### src/rtl/axis_packet_arbiter_pkg.sv
// Shared types for the packet arbiter: FSM encoding and stream byte width.
package axis_packet_arbiter_pkg;

   localparam int BYTE_W = 8;

   typedef enum logic {
      ST_IDLE,
      ST_LOCKED
   } state_t;

endpackage

### src/rtl/axis_packet_arbiter_if.sv
// Bundle of the N upstream byte streams and the single merged downstream stream.
// slave is the arbiter's view; master is the view of the producers/consumer around it.
interface axis_packet_arbiter_if #(
   parameter int N = 4
);
   import axis_packet_arbiter_pkg::*;

   localparam int IDW = $clog2(N);

   logic [BYTE_W*N-1:0] i_tdata;
   logic [N-1:0]        i_tlast;
   logic [N-1:0]        i_tvalid;
   logic [N-1:0]        o_tready;
   logic [BYTE_W-1:0]   o_tdata;
   logic                o_tlast;
   logic                o_tvalid;
   logic                i_tready;
   logic [IDW-1:0]      o_tid;

   modport slave (
      input  i_tdata, i_tlast, i_tvalid, i_tready,
      output o_tready, o_tdata, o_tlast, o_tvalid, o_tid
   );

   modport master (
      output i_tdata, i_tlast, i_tvalid, i_tready,
      input  o_tready, o_tdata, o_tlast, o_tvalid, o_tid
   );

endinterface

### src/rtl/axis_packet_arbiter_rr_pick.sv
// rr_pick: combinational circular priority encoder. Searches the request
// vector starting one past `last` and wrapping at N-1, so any N in 2..16 works.
module axis_packet_arbiter_rr_pick #(
   parameter  int N   = 4,
   localparam int IDW = $clog2(N)
) (
   input  logic [N-1:0]   req,
   input  logic [IDW-1:0] last,
   output logic [IDW-1:0] idx,
   output logic           any
);

   localparam logic [IDW-1:0] IDX_MAX = IDW'(N - 1);

   // Walk the ring last+1 .. last; the first requester encountered wins.
   always_comb begin
      logic [IDW-1:0] cand;
      // NOTE: every output and temporary gets a value before any branch, so no path leaves a stale value and no latch is inferred.
      idx  = '0;
      any  = 1'b0;
      cand = last;
      for (int i = 0; i < N; i++) begin
         cand = (cand == IDX_MAX) ? '0 : cand + IDW'(1);
         if (!any && req[cand]) begin
            idx = cand;
            any = 1'b1;
         end
      end
   end

endmodule

### src/rtl/axis_packet_arbiter.sv
// Round-robin, packet-granular AXI-Stream arbiter. A source keeps the grant
// from its first byte through the handshake of its tlast byte, so packets
// never interleave on the merged output.
module axis_packet_arbiter #(
   parameter int N = 4
) (
   input logic                  i_clk,
   input logic                  i_rst,
   axis_packet_arbiter_if.slave bus
);
   import axis_packet_arbiter_pkg::*;

   localparam int             IDW     = $clog2(N);
   localparam logic [IDW-1:0] IDX_MAX = IDW'(N - 1);

   state_t         state;
   state_t         state_nxt;
   logic [IDW-1:0] grant;
   logic [IDW-1:0] grant_nxt;
   logic [IDW-1:0] last;
   logic [IDW-1:0] last_nxt;
   logic [IDW-1:0] pick_idx;
   logic           pick_any;

   axis_packet_arbiter_rr_pick #(
      .N (N)
   ) u_rr_pick (
      .req  (bus.i_tvalid),
      .last (last),
      .idx  (pick_idx),
      .any  (pick_any)
   );

   // State and arbitration registers; reset makes source 0 the first choice.
   always_ff @(posedge i_clk) begin
      // NOTE: sequential state uses non-blocking assignments so all registers update together from pre-edge values.
      if (i_rst) begin
         state <= ST_IDLE;
         grant <= '0;
         last  <= IDX_MAX;
      end else begin
         state <= state_nxt;
         grant <= grant_nxt;
         last  <= last_nxt;
      end
   end

   // Next-state logic and the output mux from the granted source.
   always_comb begin
      state_nxt    = state;
      grant_nxt    = grant;
      last_nxt     = last;
      bus.o_tdata  = '0;
      bus.o_tlast  = 1'b0;
      bus.o_tvalid = 1'b0;
      bus.o_tready = '0;
      bus.o_tid    = '0;
      case (state)
         ST_IDLE: begin
            // Outputs stay quiet for the arbitration cycle.
            if (pick_any) begin
               grant_nxt = pick_idx;
               last_nxt  = pick_idx;
               state_nxt = ST_LOCKED;
            end
         end
         ST_LOCKED: begin
            bus.o_tdata         = bus.i_tdata[BYTE_W*int'(grant) +: BYTE_W];
            bus.o_tlast         = bus.i_tlast[grant];
            bus.o_tvalid        = bus.i_tvalid[grant];
            bus.o_tready[grant] = bus.i_tready;
            bus.o_tid           = grant;
            // Only the tlast handshake releases the grant; a valid gap just waits.
            if (bus.i_tvalid[grant] && bus.i_tready && bus.i_tlast[grant]) begin
               state_nxt = ST_IDLE;
            end
         end
         default: begin
            state_nxt = ST_IDLE;
         end
      endcase
   end

endmodule

### src/flat_wrapper.sv
// flat-port wrapper written by rule: the top's interface ports become plain ports
module axis_packet_arbiter_flat import axis_packet_arbiter_pkg::*;
#(
   parameter int N = 4
)
  (i_clk, i_rst, bus_i_tdata, bus_i_tlast, bus_i_tvalid, bus_i_tready, bus_o_tready, bus_o_tdata, bus_o_tlast, bus_o_tvalid, bus_o_tid);
  axis_packet_arbiter_if #(.N(N)) bus_i ();
  input logic i_clk;
  input logic i_rst;
  input wire logic [$bits(bus_i.i_tdata)-1:0] bus_i_tdata;
  input wire logic [$bits(bus_i.i_tlast)-1:0] bus_i_tlast;
  input wire logic [$bits(bus_i.i_tvalid)-1:0] bus_i_tvalid;
  input wire logic [$bits(bus_i.i_tready)-1:0] bus_i_tready;
  output wire logic [$bits(bus_i.o_tready)-1:0] bus_o_tready;
  output wire logic [$bits(bus_i.o_tdata)-1:0] bus_o_tdata;
  output wire logic [$bits(bus_i.o_tlast)-1:0] bus_o_tlast;
  output wire logic [$bits(bus_i.o_tvalid)-1:0] bus_o_tvalid;
  output wire logic [$bits(bus_i.o_tid)-1:0] bus_o_tid;
  assign bus_i.i_tdata = bus_i_tdata;
  assign bus_i.i_tlast = bus_i_tlast;
  assign bus_i.i_tvalid = bus_i_tvalid;
  assign bus_i.i_tready = bus_i_tready;
  assign bus_o_tready = bus_i.o_tready;
  assign bus_o_tdata = bus_i.o_tdata;
  assign bus_o_tlast = bus_i.o_tlast;
  assign bus_o_tvalid = bus_i.o_tvalid;
  assign bus_o_tid = bus_i.o_tid;
  axis_packet_arbiter #(.N(N)) u_core (.i_clk(i_clk), .i_rst(i_rst), .bus(bus_i));
endmodule
### config.mk
export PLATFORM = sky130hd
export DESIGN_NAME = axis_packet_arbiter_flat
export DESIGN_NICKNAME = d
export VERILOG_FILES = /design/src/rtl/axis_packet_arbiter_pkg.sv /design/src/rtl/axis_packet_arbiter_if.sv /design/src/rtl/axis_packet_arbiter_rr_pick.sv /design/src/rtl/axis_packet_arbiter.sv /design/src/flat_wrapper.sv
export SDC_FILE = /design/constraint.sdc
export NUM_CORES = 1
export LEC_CHECK = 0
export ABC_AREA = 1
export CAP_MARGIN = 10
export CORE_MARGIN = 10
export CORE_UTILIZATION = 34
export CTS_CLUSTER_DIAMETER = 50
export CTS_CLUSTER_SIZE = 28
export DETAILED_ROUTE_END_ITERATION = 8
export GPL_TIMING_DRIVEN = 0
export PLACE_DENSITY = 0.77
export SETUP_SLACK_MARGIN = 0.5
export SLEW_MARGIN = 20
export SYNTH_ARGS = -nofsm -noshare
export SYNTH_HDL_FRONTEND = slang
export SYNTH_SLANG_ARGS = --single-unit
### constraint.sdc
create_clock -name i_clk -period 2.5 [get_ports i_clk]
set_clock_uncertainty 0.2 [all_clocks]
set_input_delay 0.625 -clock i_clk [delete_from_list [all_inputs] [get_ports i_clk]]
set_output_delay 0.625 -clock i_clk [all_outputs]
set_load 0.05 [all_outputs]
==> impl_metrics.yaml, run 1 <==
run_status:
  status: "finished, final reports clean"
sta:
  slew_violations: 0
  final.min_clock_period_ns: 2.282
  fmax_mhz: 438.2
  rsz0062_at_grt: "true"
  finalHoldViolCount: 0
  setup-violations-final: 0
  slew_headroom: 0.7799
  tightestPinTransition_ns: 0.3267
  final.period_utilization: 0.9129
setup_path:
  required_ns: 1.67
  cpPeakStageDelay_ns: 0.36
  critPathCaptureType: "output pin"
  cp_max_fo: 5
  cp_cell_sequence: "inv_2, or2_4, inv_8, nand2_2, nand3_1, nand2_1, inv_2, buf_8"
  worstPathArrival_ns: 1.46
  cp-start-kind: "flip-flop"
  cp_common_cell: "inv_2"
  crit_type: "flip-flop to output pin"
  slowest_stage: "dfxtp_4"
final_layout:
  drive_gt1_frac: 0.5024
  syn_to_final_growth_pct: 135.9
  nets: 256
  final_util: 0.8407
yosys:
  syn_nets: 179
  synth.distinct_cells: 24
  yosysWarnings: 0
  synth_common_cells: "nand2_1 (39), a22oi_1 (18), inv_1 (14)"
  yosysTopAreaCell: "nand2_1"
  synth_top_area_frac: 0.1875
  synth-edff-count: 0
  ys_ff_latch: 5
  async_reset_ff_frac: 0
  synth_area_sq_um: 780.7
  synthTopCellsByArea: "nand2_1 (19%), a22oi_1 (17%), dfxtp_1 (13%)"
  avgSynthCellArea_sq_um: 5.783
  synth_cells: 135
  synthFlopType: "dfxtp_1"
  yosysMostFrequentCell: "nand2_1"
  ys_seq_area_frac: 0.1282
clock_tree:
  clk_path_buf_depth: 2
  cts_hold_buf: 0
  cts_root_buffer: "clkbuf_4"
  clock-sinks: 5
  clk_pin_slew_worst_paths_ns: 0.04
  h-tree-depth: 1
  cts_tree: "yes"
  clk_latency_ns: 0.23
  cts_buffers: 3
floorplan:
  core_area_sq_um: 2191
  die_y_um: 67.92
  die-area_sq_um: 4613
  dieWidth_um: 67.92
  rows: 17
  top_level_ports: 59
  initial_core_util: 0.3564
global_routing:
  grt_overflow: 0
  antenna_found_initial: 1
  grt_use_total: 0.1495
  grt_pass1_vias: 1197
  grt_pass1_wl_mm: 5.623
  grt_max_degree: 11
power_and_ir_drop:
  power_density_nw_per_um2: 981.7
  clockPowerShare: 0.048
  power.switching_fraction: 0.5563
  finalPower_mw: 1.808
  comb_power_share: 0.866
  p_switching_mw: 1.006
  p_int_mw: 0.8022
  ir_drop_v: 0.0008998
  p_leak_nw: 0.8410
  seqPwrFrac: 0.085
route:
  dr_total_vias: 1250
  route.detailed.drc: 0
  drt_wl_total_mm: 3.890
  ant_nets: 0
  initialDrtViolationCount: 44
  first_pass_iters: 4
  wire_per_inst_um: 16.21
  vias_per_cell: 5.208
placement:
  gp_congestion: 0.8684
  post-dp-hpwl_mm: 2.869
  io_buffer_count: 58
flow_run:
  cap_viol_max_count: 0
min_path:
  hold_class: "flip-flop to flip-flop"
==> cell type report <==
| cell class | instances | area (sq um) |
|---|---|---|
| Timing Repair Buffer | 71 | 656.9 |
| Sequential cell | 5 | 111.4 |
| Multi-Input combinational cell | 110 | 907.1 |
| Inverter | 19 | 88.84 |
| Tap cell | 28 | 35.03 |
| Buffer | 1 | 7.507 |
| Clock buffer | 4 | 26.28 |
| Timing Repair inverter | 1 | 6.256 |
| Antenna cell | 1 | 2.502 |
| Fill cell | 131 | 349.1 |
==> layer usage <==
| metal | part of all wire | GRT usage |
|---|---|---|
| met2 | 0.51 | 0.2616 |
| met5 | 0 | 0 |
| met1 | 0.42 | 0.1882 |
| met3 | 0.077 | 0.02284 |
| met4 | 0 | 0.03015 |
==> worst max-delay path, delay by kind of cell, from the launching register on <==
family	cells	cell delay [ns]
buffers and inverters	4	0.38
DFF	1	0.36
and+or+nand+nor	4	0.48
==> flip-flops by register name, indices dropped and copies added, names as in the netlist <==
register      count
u_core.last       2
u_core.grant      2
u_core.state      1
==> metrics by stage <==
| step | hold WS [ns] | worst slack [ns] | setup TNS, ns | instance area [sq um] | cells |
|---|---|---|---|---|---|
| 3_3_place_gp | 0.2766 | -0.7622 | -7.398 | 1577 | 221 |
| 6_report | 0.3045 | 0.2178 | 0 | 1842 | 240 |
| 2_1_floorplan | 0.2461 | 0.4420 | 0 | 960.9 | 135 |
| 3_5_place_dp | 0.2934 | -0.7646 | -7.561 | 1577 | 221 |
| 4_1_cts | 0.3064 | 0.2053 | 0 | 1712 | 233 |
| 5_1_grt | 0.3317 | 0.1559 | 0 | 1842 | 240 |
==> power by group through the flow <==
stage / sequential, mW / combinational, mW / clock, mW
finish: 0.154 / 1.57 / 0.0875
global route: 0.157 / 1.69 / 0.101
global placement: 0.148 / 1.20 / 0
floorplan: 0.140 / 0.932 / 0
CTS: 0.151 / 1.36 / 0.0928
detailed placement: 0.151 / 1.22 / 0
==> cells by family after synthesis <==
family	after synthesis	share of synthesized area
adder cells (fa/ha/maj)	1	0.01602
AND/OR/NAND/NOR	73	0.4567
buffers and inverters	20	0.09615
flip-flops	5	0.1282
AO/OA/AOI/OAI	36	0.3029
==> timing repair <==
action	CTS	global route
pin swaps	33	8
setup endpoints to repair	20	18
gates resized for setup	177	25
setup buffers	8	5
gates cloned	0	1
==> cell usage in the layout (no fill, tap or decap) <==
cell type / n
a21oi_1: 4
a21oi_4: 8
a22oi_2: 18
buf_12: 1
buf_2: 3
buf_4: 11
buf_6: 11
buf_8: 4
clkbuf_1: 1
clkbuf_2: 2
clkbuf_4: 4
clkdlybuf4s15_1: 2
clkdlybuf4s50_1: 1
clkinv_4: 2
dfxtp_1: 2
dfxtp_4: 3
diode_2: 1
dlygate4sd2_1: 36
ha_4: 1
inv_1: 10
inv_2: 6
inv_4: 1
inv_8: 1
nand2_1: 31
nand2_2: 11
nand2_4: 6
nand3_1: 9
nand3_4: 1
nand3b_1: 1
nand4_1: 1
nor2_1: 4
nor2_2: 3
nor2_4: 4
nor3_4: 1
o21ai_0: 2
o21ai_1: 1
o21ai_4: 2
o221ai_4: 1
or2_4: 1
==> worst paths after layout <==
kind / start / end / slack (ns) / depth (start not counted)
min reg2reg: u_core.last[0]$_SDFFE_PP1P_ / u_core.last[0]$_SDFFE_PP1P_ / 0.30 / 2
max: u_core.grant[1]$_SDFFE_PP0P_ / bus_o_tlast / 0.22 / 8
max reg2reg: u_core.last[0]$_SDFFE_PP1P_ / u_core.grant[1]$_SDFFE_PP0P_ / 0.56 / 10
min: u_core.last[0]$_SDFFE_PP1P_ / u_core.last[0]$_SDFFE_PP1P_ / 0.30 / 2
Power figures use the tool's default switching activity.
==> run 2, diff against run 1 <==
SKIP_LAST_GASP = 1   (was default)
TNS_END_PERCENT = 100   (was default)
==> results of run 2 <==
Same layout as run 1: the final DEF is identical, and so are final timing and power.
==> run 3, diff against run 2 <==
CORE_ASPECT_RATIO = 1.75   (was default)
==> impl_metrics.yaml, run 3 (same netlist as run 1, synthesis figures left out) <==
final_layout:
  mostFrequentLayoutCell: "dlygate4sd2_1"
  final_util: 0.8788
  reg.largest.list: "u_core.grant: 2 flops, u_core.last: 2 flops, u_core.state: 1 flops"
  diodes: 0
  syn_to_final_growth_pct: 141.7
  nets: 264
  layout_common_cells: "dlygate4sd2_1 (37), nand2_1 (34), buf_6 (19), a22oi_2 (18), buf_4 (14)"
  stdcell_area_sq_um: 1887
  drive_gt1_frac: 0.4932
global_routing:
  grt_max_degree: 11
  grt_pass1_wl_mm: 6.306
  grt_pass1_vias: 1323
  grt_overflow: 0
  grt_use_total: 0.1608
  antenna_found_initial: 0
power_and_ir_drop:
  p_switching_mw: 1.019
  power.switching_fraction: 0.5608
  seqPwrFrac: 0.091
  clockPowerShare: 0.054
  power_density_nw_per_um2: 963.4
  p_int_mw: 0.7983
  comb_power_share: 0.855
  p_leak_nw: 0.8798
  ir_drop_v: 0.0006851
  finalPower_mw: 1.818
sta:
  final.min_clock_period_ns: 2.348
  slew_headroom: 0.7940
  final.period_utilization: 0.9391
  slew_violations: 0
  setup-violations-final: 0
  tightestPinTransition_ns: 0.3090
  finalHoldViolCount: 0
  rsz0062_at_grt: "true"
  fmax_mhz: 425.9
setup_path:
  cp_cell_sequence: "inv_4, nand2_4, clkinv_4, buf_6, buf_4, a22oi_2, a21oi_4, buf_8"
  worstPathArrival_ns: 1.52
  crit_type: "flip-flop to output pin"
  r2r_end: "u_core.grant[1]$_SDFFE_PP0P_"
  required_ns: 1.67
  cp_max_fo: 5
  cpPeakStageDelay_ns: 0.38
  cp-start-kind: "flip-flop"
  critPathCaptureType: "output pin"
  worstReg2RegStart: "u_core.last[0]$_SDFFE_PP1P_"
  reg2reg_setup_slack_ns: 0.49
  slowest_stage: "dfxtp_4"
  reg2regPathDepth: 10
route:
  drt_wl_total_mm: 4.514
  initialDrtViolationCount: 45
  ant_nets: 0
  wire_per_inst_um: 18.58
  wl_met3_um: 273
  top_layer_used: "met4"
  first_pass_iters: 7
  route.detailed.drc: 0
  met1Wirelength_mm: 1.732
  wl_met2_mm: 2.348
  dr_total_vias: 1330
  vias_per_cell: 5.473
clock_tree:
  cts_root_buffer: "clkbuf_4"
  clk_latency_ns: 0.25
  cts_tree: "yes"
  clock-sinks: 5
  h-tree-depth: 1
  cts_hold_buf: 0
  clk_pin_slew_worst_paths_ns: 0.05
  cts_buffers: 3
  clk_path_buf_depth: 2
floorplan:
  dieWidth_um: 56.23
  core_area_sq_um: 2147
  rows: 22
  initial_core_util: 0.3636
  die_y_um: 83.39
  top_level_ports: 59
  die-area_sq_um: 4689
placement:
  io_buffer_count: 58
  dpl-instance-area_sq_um: 1572
  post-dp-hpwl_mm: 3.105
  gp_congestion: 0.8182
run_status:
  status: "finished, final reports clean"
min_path:
  min_delay_worst_endpoint: "u_core.last[1]$_SDFFE_PP1P_"
  hold_class: "flip-flop to flip-flop"
  hold_depth: 2
  hold_start: "u_core.last[1]$_SDFFE_PP1P_"
flow_run:
  cap_viol_max_count: 0
## run 3: changes by cell type in the layout (fill, tap and decap cells not counted), sizes merged
| cell | change |
|---|---|
| clkbuf | -2 |
| clkdlybuf4s15 | +1 |
| buf | +9 |
| inv | -1 |
| diode | -1 |
| dlygate4sd2 | +1 |
## run 3: layout make-up
cell class	count	area [sq um]
plain buffers	1	7.507
multi-input cells	110	863.3
fillers	118	260.3
repair buffers	80	753.2
flip-flops and latches	5	112.6
well taps	24	30.03
inverters	19	93.84
clock buffers	4	26.28
## run 3: routing by layer
metal,up-vias,track usage
met5,-,0
li1,630,-
met1,604,0.1745
met3,15,0.04116
met2,81,0.2785
met4,0,0.07221
## run 3: power groups by stage
stage          Sequential [mW]  Clock (mW)  Combinational, mW
6_report                 0.166      0.0974               1.55
5_1_grt                  0.170       0.103               1.68
4_1_cts                  0.158      0.0980               1.40
3_5_place_dp             0.153           0               1.24
3_3_place_gp             0.152           0               1.21
2_1_floorplan            0.140           0              0.932
## run 3: worst max path at each step
| stage | from | endpoint | slack, ns | depth (start not counted) |
|---|---|---|---|---|
| floorplan | bus_i_tready | bus_o_tready[1] | 0.44 | 2 |
| global placement | bus_i_tvalid[2] | bus_o_tvalid | -0.76 | 6 |
| detailed placement | bus_i_tvalid[2] | bus_o_tvalid | -0.78 | 6 |
| CTS | u_core.grant[1]$_SDFFE_PP0P_ | bus_o_tvalid | 0.21 | 6 |
| global route | u_core.grant[1]$_SDFFE_PP0P_ | bus_o_tlast | 0.07 | 8 |
| finish | u_core.grant[1]$_SDFFE_PP0P_ | bus_o_tdata[2] | 0.15 | 8 |
## run 3: worst max-delay path, delay by kind of cell (launching register included)
family	cells	cell delay, ns
AOI/OAI and AO/OA	2	0.27
buffers and inverters	5	0.56
DFF	1	0.38
and+or+nand+nor	1	0.07
## run 3: repair_timing
action / CTS / global route
pin swaps: 32 / 15
setup endpoints to repair: 20 / 18
resized for setup: 179 / 25
setup buffers: 13 / 9
## run 3: stage by stage
step	hold slack [ns]	std cells	setup TNS [ns]	worst slack, ns
5_1_grt	0.3473	243	0	0.06689
3_5_place_dp	0.3216	217	-7.582	-0.7849
4_1_cts	0.3374	234	0	0.2107
2_1_floorplan	0.2461	135	0	0.4420
3_3_place_gp	0.3119	217	-7.396	-0.7580
6_report	0.3441	243	0	0.1521
